## src/rtl/dsp48a1_pkg.sv

```systemverilog
// Shared widths, OPMODE bit positions and X/Z mux select codes for the DSP48A1 slice.
`timescale 1ns/1ps
package dsp48a1_pkg;
   localparam int A_W = 18;
   localparam int M_W = 36;
   localparam int P_W = 48;

   localparam int OP_USE_PREADD  = 4;
   localparam int OP_CIN         = 5;
   localparam int OP_PREADD_SUB  = 6;
   localparam int OP_POSTADD_SUB = 7;

   typedef enum logic [1:0] {X_ZERO = 2'd0, X_M = 2'd1, X_P = 2'd2, X_DAB = 2'd3} x_sel_e;
   typedef enum logic [1:0] {Z_ZERO = 2'd0, Z_PCIN = 2'd1, Z_P = 2'd2, Z_C = 2'd3} z_sel_e;

   // Pre-adder stage: D +/- B0 with 18-bit wrap, or plain B0 pass-through.
   function automatic logic [A_W-1:0] preadd(input logic [7:0] op,
                                             input logic [A_W-1:0] d,
                                             input logic [A_W-1:0] b);
      if (!op[OP_USE_PREADD])
         return b;
      return op[OP_PREADD_SUB] ? (d - b) : (d + b);
   endfunction
endpackage

```

## src/rtl/dsp_reg_mux.sv

```systemverilog
// Optionally bypassed pipeline register with clock enable and async active-high reset.
`timescale 1ns/1ps
module dsp_reg_mux #(
   parameter int WIDTH  = 18,
   parameter int REG_EN = 1
) (
   input  logic             clk,
   input  logic             rst,
   input  logic             ce,
   input  logic [WIDTH-1:0] d,
   output logic [WIDTH-1:0] q
);
   generate
      if (REG_EN != 0) begin : g_reg
         logic [WIDTH-1:0] q_reg;
         always_ff @(posedge clk or posedge rst) begin
            if (rst)
               q_reg <= '0;
            else if (ce)
               q_reg <= d;
         end
         assign q = q_reg;
      end else begin : g_bypass
         // Bypassed stage is pure wiring; clock, enable and reset are ignored.
         logic unused_ctrl;
         assign unused_ctrl = ^{clk, rst, ce};
         assign q = d;
      end
   endgenerate
endmodule

```

## src/rtl/dsp48a1_slice.sv

```systemverilog
// DSP48A1 slice: pre-adder, 18x18 multiplier, 48-bit post-adder, per-stage optional registers.
// Build option: DSP_BCIN_CASCADE_EN enables the B_INPUT selection between B and BCIN.
`timescale 1ns/1ps
module dsp48a1_slice
   import dsp48a1_pkg::*;
#(
   parameter int    A0REG       = 0,
   parameter int    A1REG       = 1,
   parameter int    B0REG       = 0,
   parameter int    B1REG       = 1,
   parameter int    CREG        = 1,
   parameter int    DREG        = 1,
   parameter int    MREG        = 1,
   parameter int    PREG        = 1,
   parameter int    CARRYINREG  = 1,
   parameter int    CARRYOUTREG = 1,
   parameter int    OPMODEREG   = 1,
   parameter string CARRYINSEL  = "OPMODE5",
   parameter string B_INPUT     = "DIRECT"
) (
   input  logic           clk,
   input  logic           RSTA, RSTB, RSTM, RSTP, RSTC, RSTD, RSTCARRYIN, RSTOPMODE,
   input  logic [A_W-1:0] A, B, D, BCIN,
   input  logic [P_W-1:0] C, PCIN,
   input  logic [7:0]     OPMODE,
   input  logic           CARRYIN,
   input  logic           CEA, CEB, CEM, CEP, CEC, CED, CECARRYIN, CEOPMODE,
   output logic [A_W-1:0] BCOUT,
   output logic [P_W-1:0] PCOUT,
   output logic [P_W-1:0] P,
   output logic [M_W-1:0] M,
   output logic           CARRYOUT,
   output logic           CARRYOUTF
);
   logic [A_W-1:0] b0_in, a0_reg, a1_reg, b0_reg, b1_reg, d_reg, b1_next;
   logic [P_W-1:0] c_reg, x_mux, z_mux;
   logic [M_W-1:0] m_reg, m_next;
   logic [7:0]     opmode_reg;
   logic           cin_next, cin_reg;
   logic [P_W:0]   post_sum;

`ifdef DSP_BCIN_CASCADE_EN
   assign b0_in = (B_INPUT == "CASCADE") ? BCIN : B;
`else
   logic [A_W-1:0] unused_bcin;
   localparam bit unused_b_input = (B_INPUT == "CASCADE");
   assign unused_bcin = BCIN;
   assign b0_in       = B;
`endif

   dsp_reg_mux #(.WIDTH(A_W), .REG_EN(A0REG))     u_a0  (.clk(clk), .rst(RSTA), .ce(CEA), .d(A),      .q(a0_reg));
   dsp_reg_mux #(.WIDTH(A_W), .REG_EN(A1REG))     u_a1  (.clk(clk), .rst(RSTA), .ce(CEA), .d(a0_reg), .q(a1_reg));
   dsp_reg_mux #(.WIDTH(A_W), .REG_EN(B0REG))     u_b0  (.clk(clk), .rst(RSTB), .ce(CEB), .d(b0_in),  .q(b0_reg));
   dsp_reg_mux #(.WIDTH(A_W), .REG_EN(DREG))      u_d   (.clk(clk), .rst(RSTD), .ce(CED), .d(D),      .q(d_reg));
   dsp_reg_mux #(.WIDTH(P_W), .REG_EN(CREG))      u_c   (.clk(clk), .rst(RSTC), .ce(CEC), .d(C),      .q(c_reg));
   dsp_reg_mux #(.WIDTH(8),   .REG_EN(OPMODEREG)) u_op  (.clk(clk), .rst(RSTOPMODE), .ce(CEOPMODE),
                                                         .d(OPMODE), .q(opmode_reg));

   assign b1_next = preadd(opmode_reg, d_reg, b0_reg);
   dsp_reg_mux #(.WIDTH(A_W), .REG_EN(B1REG))     u_b1  (.clk(clk), .rst(RSTB), .ce(CEB), .d(b1_next), .q(b1_reg));
   assign BCOUT = b1_reg;

   assign m_next = {{(M_W-A_W){1'b0}}, b1_reg} * {{(M_W-A_W){1'b0}}, a1_reg};
   dsp_reg_mux #(.WIDTH(M_W), .REG_EN(MREG))      u_m   (.clk(clk), .rst(RSTM), .ce(CEM), .d(m_next), .q(m_reg));
   assign M = m_reg;

   // Carry-in is taken from the registered OPMODE so it lines up with the X/Z selects.
   assign cin_next = (CARRYINSEL == "CARRYIN") ? CARRYIN : opmode_reg[OP_CIN];
   dsp_reg_mux #(.WIDTH(1), .REG_EN(CARRYINREG))  u_cin (.clk(clk), .rst(RSTCARRYIN), .ce(CECARRYIN),
                                                         .d(cin_next), .q(cin_reg));

   always_comb begin
      x_mux = '0;
      case (x_sel_e'(opmode_reg[1:0]))
         X_ZERO:  x_mux = '0;
         X_M:     x_mux = {{(P_W-M_W){1'b0}}, m_reg};
         X_P:     x_mux = P;
         X_DAB:   x_mux = {d_reg[11:0], a1_reg, b1_reg};
         default: x_mux = '0;
      endcase
   end

   always_comb begin
      z_mux = '0;
      case (z_sel_e'(opmode_reg[3:2]))
         Z_ZERO:  z_mux = '0;
         Z_PCIN:  z_mux = PCIN;
         Z_P:     z_mux = P;
         Z_C:     z_mux = c_reg;
         default: z_mux = '0;
      endcase
   end

   // Bit 48 is the carry on add and the borrow flag on subtract.
   always_comb begin
      if (opmode_reg[OP_POSTADD_SUB])
         post_sum = {1'b0, z_mux} - ({1'b0, x_mux} + {{P_W{1'b0}}, cin_reg});
      else
         post_sum = {1'b0, z_mux} + {1'b0, x_mux} + {{P_W{1'b0}}, cin_reg};
   end

   dsp_reg_mux #(.WIDTH(P_W), .REG_EN(PREG))        u_p  (.clk(clk), .rst(RSTP), .ce(CEP),
                                                         .d(post_sum[P_W-1:0]), .q(P));
   dsp_reg_mux #(.WIDTH(1),   .REG_EN(CARRYOUTREG)) u_co (.clk(clk), .rst(RSTCARRYIN), .ce(CECARRYIN),
                                                         .d(post_sum[P_W]), .q(CARRYOUT));
   assign PCOUT     = P;
   assign CARRYOUTF = CARRYOUT;
endmodule

```

## config.mk

```make
export PLATFORM = sky130hd
export DESIGN_NAME = dsp48a1_slice
export DESIGN_NICKNAME = d
export VERILOG_FILES = /design/src/rtl/dsp48a1_pkg.sv /design/src/rtl/dsp_reg_mux.sv /design/src/rtl/dsp48a1_slice.sv
export SDC_FILE = /design/constraint.sdc
export NUM_CORES = 2
export LEC_CHECK = 0
export ABC_AREA = 1
export CAP_MARGIN = 20
export CORE_MARGIN = 1
export CORE_UTILIZATION = 60
export DETAILED_ROUTE_END_ITERATION = 16
export PLACE_DENSITY = 0.84
export SYNTH_ARGS = -nofsm -noshare
export SYNTH_HDL_FRONTEND = slang
export SYNTH_HIERARCHICAL = 1
export SYNTH_SLANG_ARGS = --single-unit
```

## constraint.sdc

```tcl
create_clock -name clk -period 7.35 [get_ports clk]
set_input_delay 1.8375 -clock clk [delete_from_list [all_inputs] [get_ports clk]]
set_output_delay 1.8375 -clock clk [all_outputs]
set_load 0.01 [all_outputs]
```

# == Yosys cells after proc, flatten, opt, wreduce, memory -nomap -nowiden ==
# Cells that the tools add are included.
# word_totals
ff_bits,196
out_inout_bits,152
word_cells,29
# classes
addsub,6
n_mul,1
eq_ne,6
n_mux,5
n_reduce_logical,2
# ops
op,count
one-hot mux 48 bit (4 select lines),2
adder 48 x 1 -> 49 bit,1
adder 48 x 48 -> 49 bit,1
adder 49 x 1 -> 49 bit,1
2-to-1 mux 49 bit,1
subtractor 48 x 49 -> 49 bit,1
multiplier 18 x 18 -> 36 bit,1
2-to-1 mux 18 bit,2
adder 18 bit,1
subtractor 18 bit,1
equality test 2 bit (second input constant),4
equality test 2 x 1 -> 1 bit (second input constant),2
logical NOT 2 bit,2

# == Longest topological paths before layout ==
# logic_depth
word_depth,5
ltp_mapped,28

# == By module ==
# The synthesis kept the hierarchy.
# by_module_without_submodules
module,n_inst,cells_per_inst,area_each_um2,seq_area_each_um2
dsp48a1_slice,1,3961,23613.9,0.0
dsp_reg_mux (u_c ...),2,204,1809.2,1201.2
dsp_reg_mux (u_a1 ...),3,77,714.4,450.4
dsp_reg_mux (u_m),1,153,1422.6,900.9
dsp_reg_mux (u_op),1,35,309.0,200.2
dsp_reg_mux (u_a0 ...),2,18,135.1,0.0
dsp_reg_mux (u_cin ...),2,6,43.8,25.0

# == Least setup slack after synthesis ==
# Ideal clock, no wire load.
# synth_timing
path_kind,flip-flop to flip-flop
start,"register u_b1.g_reg.q_reg[11], in the netlist u_b1/q[11]"
end,"register u_m.g_reg.q_reg[31], in the netlist u_m/q[31]"
arrival_time_ns,5.459
required_time_ns,7.233
setup_slack_ns,1.774
stages_incl_launch_ff,27
n_path_buf,2
synth_period_minus_slack_ns,5.576
cell_sequence,dfrtp_1 -> clkbuf_1 -> clkbuf_1 -> nand2_1 -> fa_1 -> fa_1 -> fa_1 -> inv_1 -> fa_1 -> fa_1 -> inv_1 -> fa_1 -> inv_1 -> ha_1 -> nand2_1 -> nand2_1 -> o21bai_1 -> a21oi_1 -> o21ai_2 -> nand2_1 -> nand3_1 -> nand2_1 -> nand2_1 -> nand2_1 -> nand2_1 -> nand2_1 -> nand2_1
# synth_between
elab_chain_cells,1
# synth_rtl
item,line,rtl
"start, declared",dsp_reg_mux.sv:15,logic [WIDTH-1:0] q_reg;
"start signal, assigned",dsp_reg_mux.sv:18,q_reg <= '0;
"start signal, assigned",dsp_reg_mux.sv:20,q_reg <= d;
multiplier 18 x 18 -> 36 bit,dsp48a1_slice.sv:63,"assign m_next = {{(M_W-A_W){1'b0}}, b1_reg} * {{(M_W-A_W){1'b0}}, a1_reg};"
named net m_next[31],dsp48a1_slice.sv:37,"logic [M_W-1:0] m_reg, m_next;"
"end signal, assigned",dsp_reg_mux.sv:18,
"end signal, assigned",dsp_reg_mux.sv:20,
"end, declared",dsp_reg_mux.sv:15,
# The timed path passes the listed nets, and every way through them passes these cells.
# A chain may end at the register's enable or synchronous reset.

# == Final worst setup path ==
# layout_timing
start,"register u_b1.g_reg.q_reg[9], in the netlist u_b1/q[9]"
end,"register u_m.g_reg.q_reg[31], in the netlist u_m/q[31]"
# The elaborated chain is that of the path after synthesis.

==> flow_metrics.py <==
metrics = {
    "detailed_routing": {
        "dr_total_vias": 32100,
        "drc": 0,
        "wirelength_um": 117000,
        "drt_iter0_drc": 3516,
        "dr.pass1.iters": 6,
        "final_antenna_net_count": 0,
        "wl_per_cell_um": 20.6,
        "viasPerCell": 5.64,
    },
    "die": {
        "die_h_um": 231,
        "io_pins": 346,
        "die_w_um": 231,
        "fp.dieArea_um2": 53400,
        "start_util_pct": 61.0,
        "core_um2": 51600,
        "num_rows": 83,
    },
    "worst_hold_path": {
        "min-delay-start": "u_c/q[6]",
        "hold_class": "register to register",
    },
    "setup_path": {
        "required_ns": 7.81,
        "startpoint": "u_b1/q[9]",
        "path_class": "register to register",
        "start_kind": "register",
        "cp_max_fo": 18,
        "cp.arrival_ns": 6.78,
        "reg2reg_from": "u_b1/q[9]",
        "end_kind": "register",
    },
    "timing": {
        "fin_crit_ns": 6.32,
        "tightest_slew_ns": 1.12,
        "finalCritPeriodShare_pct": 86.0,
        "final.setup.worst_slack_ns": 1.03,
        "finalClockSkew_ns": 0.0168,
        "tns_ns": 0,
        "setup_viol": 0,
        "grt_setup_unrepaired": "no",
        "clock.fmax_mhz": 158,
        "slew_viol_final": 0,
        "slew-limit-headroom_pct": 25.3,
        "hold_viol": 0,
    },
    "finish": {
        "syn_to_final_growth_pct": 11.6,
        "nets": 5707,
        "antennaDiodeCount": 0,
        "drive_above_1_share_pct": 3.80,
        "finalNonFillerCells": 5678,
    },
    "synthesis": {
        "synth_area_leaders": "nand2_1, fa_1, dfrtp_1, inv_1, ha_1",
        "synth_top_family_by_area": "simple AND/OR/NAND/NOR gates",
        "synth_mux_area_share_pct": 0,
        "synth_fa_ha_area_share_pct": 27.2,
        "yosysTopAreaCell": "nand2_1",
        "ys_ff_latch": 196,
        "yosysUniqueCellTypes": 54,
        "synth_xor_area_share_pct": 1.81,
        "syn_nets": 5558,
        "ys_warn_count": 6,
        "synth_area_um2": 31500,
        "synth_compound_area_share_pct": 9.81,
        "synthCells": 4836,
        "synth-simple-area-share_pct": 29.3,
        "avgSynthCellArea_um2": 6.51,
        "netlist.area_leader.share_pct": 20.7,
        "ys_seq_area_share_pct": 15.6,
    },
    "placed_design": {
        "gp_congestion": 1.06,
        "place_hpwl_um": 95500,
        "placed_cells": 5645,
        "port_buffers": 326,
        "pre_cts_slack_ns": 1.19,
    },
    "global_routing": {
        "grt_pass1_wl_um": 177000,
        "grt_use_met2_pct": 71.1,
        "grt_max_degree": 54,
        "grt_pass1_vias": 31600,
        "grtUsageTotal_pct": 44.3,
        "antenna_found_initial": 3,
        "grt_remaining_overflow": 0,
        "grt.busiest_layer": "met2",
        "use_met3_pct": 11.0,
        "met1_usage_pct": 54.0,
    },
    "job": {
        "max_cap_viol_count": 0,
    },
    "pwr": {
        "power-per-cell-area_nw_per_um2": 552,
        "ir_worst_vdd_uv": 958,
        "power_leakage_nw": 20.2,
        "p_total_mw": 19.4,
    },
    "cts": {
        "clock_tree.root_cell": "clkbuf_16",
        "cts_tree": "yes",
        "clkSlewWorstSetupHoldPaths_ns": 0.09,
        "insertion_delay_ns": 0.53,
        "postCtsHoldBufs": 0,
        "h-tree-depth": 4,
        "cts-buffers-inserted": 17,
        "clock_sinks": 196,
        "postCtsSetupRepairBufs": 0,
        "cts_resized": 0,
        "clk_path_buf_depth": 2,
    },
    "status": {
        "status": "complete, no violations",
    },
}
## logic make-up (layout without fill, tap and decap cells)
| group | after synthesis | after routing |
|---|---|---|
| and+or+nand+nor | 2280 | 2280 |
| xor gates and xnor gates | 65 | 65 |
| buffers and inverters | 1218 | 1380 |
| adders and majority gates | 528 | 528 |
| AOI/OAI and AO/OA | 549 | 549 |
| DFF | 196 | 196 |
## stage by stage
stage	util, %	hold slack [ns]	area [µm²]
after floorplan	-	0.440	31500
after global placement	66.8	0.455	34500
after detailed placement	66.8	0.459	34500
after CTS	68.0	0.478	35100
after global routing	68.1	0.492	35100
final	68.1	0.478	35100
## worst paths after layout
check	to	cells past startpoint	slack [ns]
max	u_m/q[31]	26	1.03
max reg2reg	u_m/q[31]	26	1.03
max in group asynchronous	u_p/q[14]	3	4.94
min	u_c/q[6]	2	0.48
min in group asynchronous	u_co/q	2	1.52
min reg2reg	u_c/q[6]	2	0.48
## layout make-up
class | instances | area [µm²]
Multi-Input combinational cell | 3422 | 21500
Sequential cell | 196 | 4900
Fill cell | 4673 | 16500
Inverter | 984 | 3730
Clock buffer | 17 | 425
Timing Repair Buffer | 364 | 3550
Tap cell | 680 | 851
Clock inverter | 15 | 206
## report_power, final
group / switching (mW) / leakage [nW] / internal (mW) / total [mW]
logic: 10.4 / 17.4 / 5.88 / 16.3
clock network: 0.573 / 0.304 / 0.474 / 1.05
registers: 0.625 / 2.42 / 1.41 / 2.03
## routing by layer
metal / up-vias / share of wire [%]
li1: 14800 / -
met2: 1830 / 46
met5: - / 0.027
met4: 4 / 6.3
met3: 445 / 11
met1: 15000 / 37
## cell usage in the layout, fill, tap and decap left out, drive strengths merged, types with 3 or more instances in the layout
master	count
nand2	1787
a31oi	4
o21a	4
a21oi	231
nand3	155
and2	7
clkinv	8
a21o	21
nand3b	10
nor3	28
inv	991
dfrtp	196
clkdlybuf4s50	324
xor2	46
nor4	3
nor2	248
o21ai	210
ha	267
o21bai	23
o31ai	3
o22ai	3
a21boi	9
o211ai	35
xnor2	19
buf	40
a221oi	3
nand4	41
clkbuf	17
fa	261
## synthesized netlist by cell type (all sizes together)
cell type / number
nand2: 1787
inv: 982
ha: 267
fa: 261
nor2: 248
a21oi: 231
o21ai: 210
dfrtp: 196
nand3: 155
buf: 147
clkbuf: 87
xor2: 46
nand4: 41
o211ai: 35
nor3: 28
o21bai: 23
a21o: 21
xnor2: 19
nand3b: 10
a21boi: 9
and2: 7
a31oi: 4
o21a: 4
a221oi: 3
nor4: 3
o22ai: 3
o31ai: 3
clkinv: 2
a211oi: 1
o221ai: 1
o2bb2ai: 1
or2: 1
## critical path, stage by stage (launching register included)
cell and delay, ns:
dfrtp_1 1.05, buf_4 0.27, nand2_1 0.08, inv_1 0.12, fa_1 0.42, inv_1 0.09
fa_1 0.45, fa_1 0.52, inv_1 0.05, fa_1 0.49, fa_1 0.52, inv_1 0.06
fa_1 0.47, inv_1 0.04, ha_1 0.34, nand2_1 0.11, nor2_1 0.15, nand2_1 0.08
o21ai_2 0.29, nand2_1 0.09, nand3_1 0.12, nand2_1 0.09, nand2_1 0.06, nand2_1 0.05
nand2_1 0.05, nand2_1 0.06, nand2_1 0.09
Power figures use the tool's default switching activity.
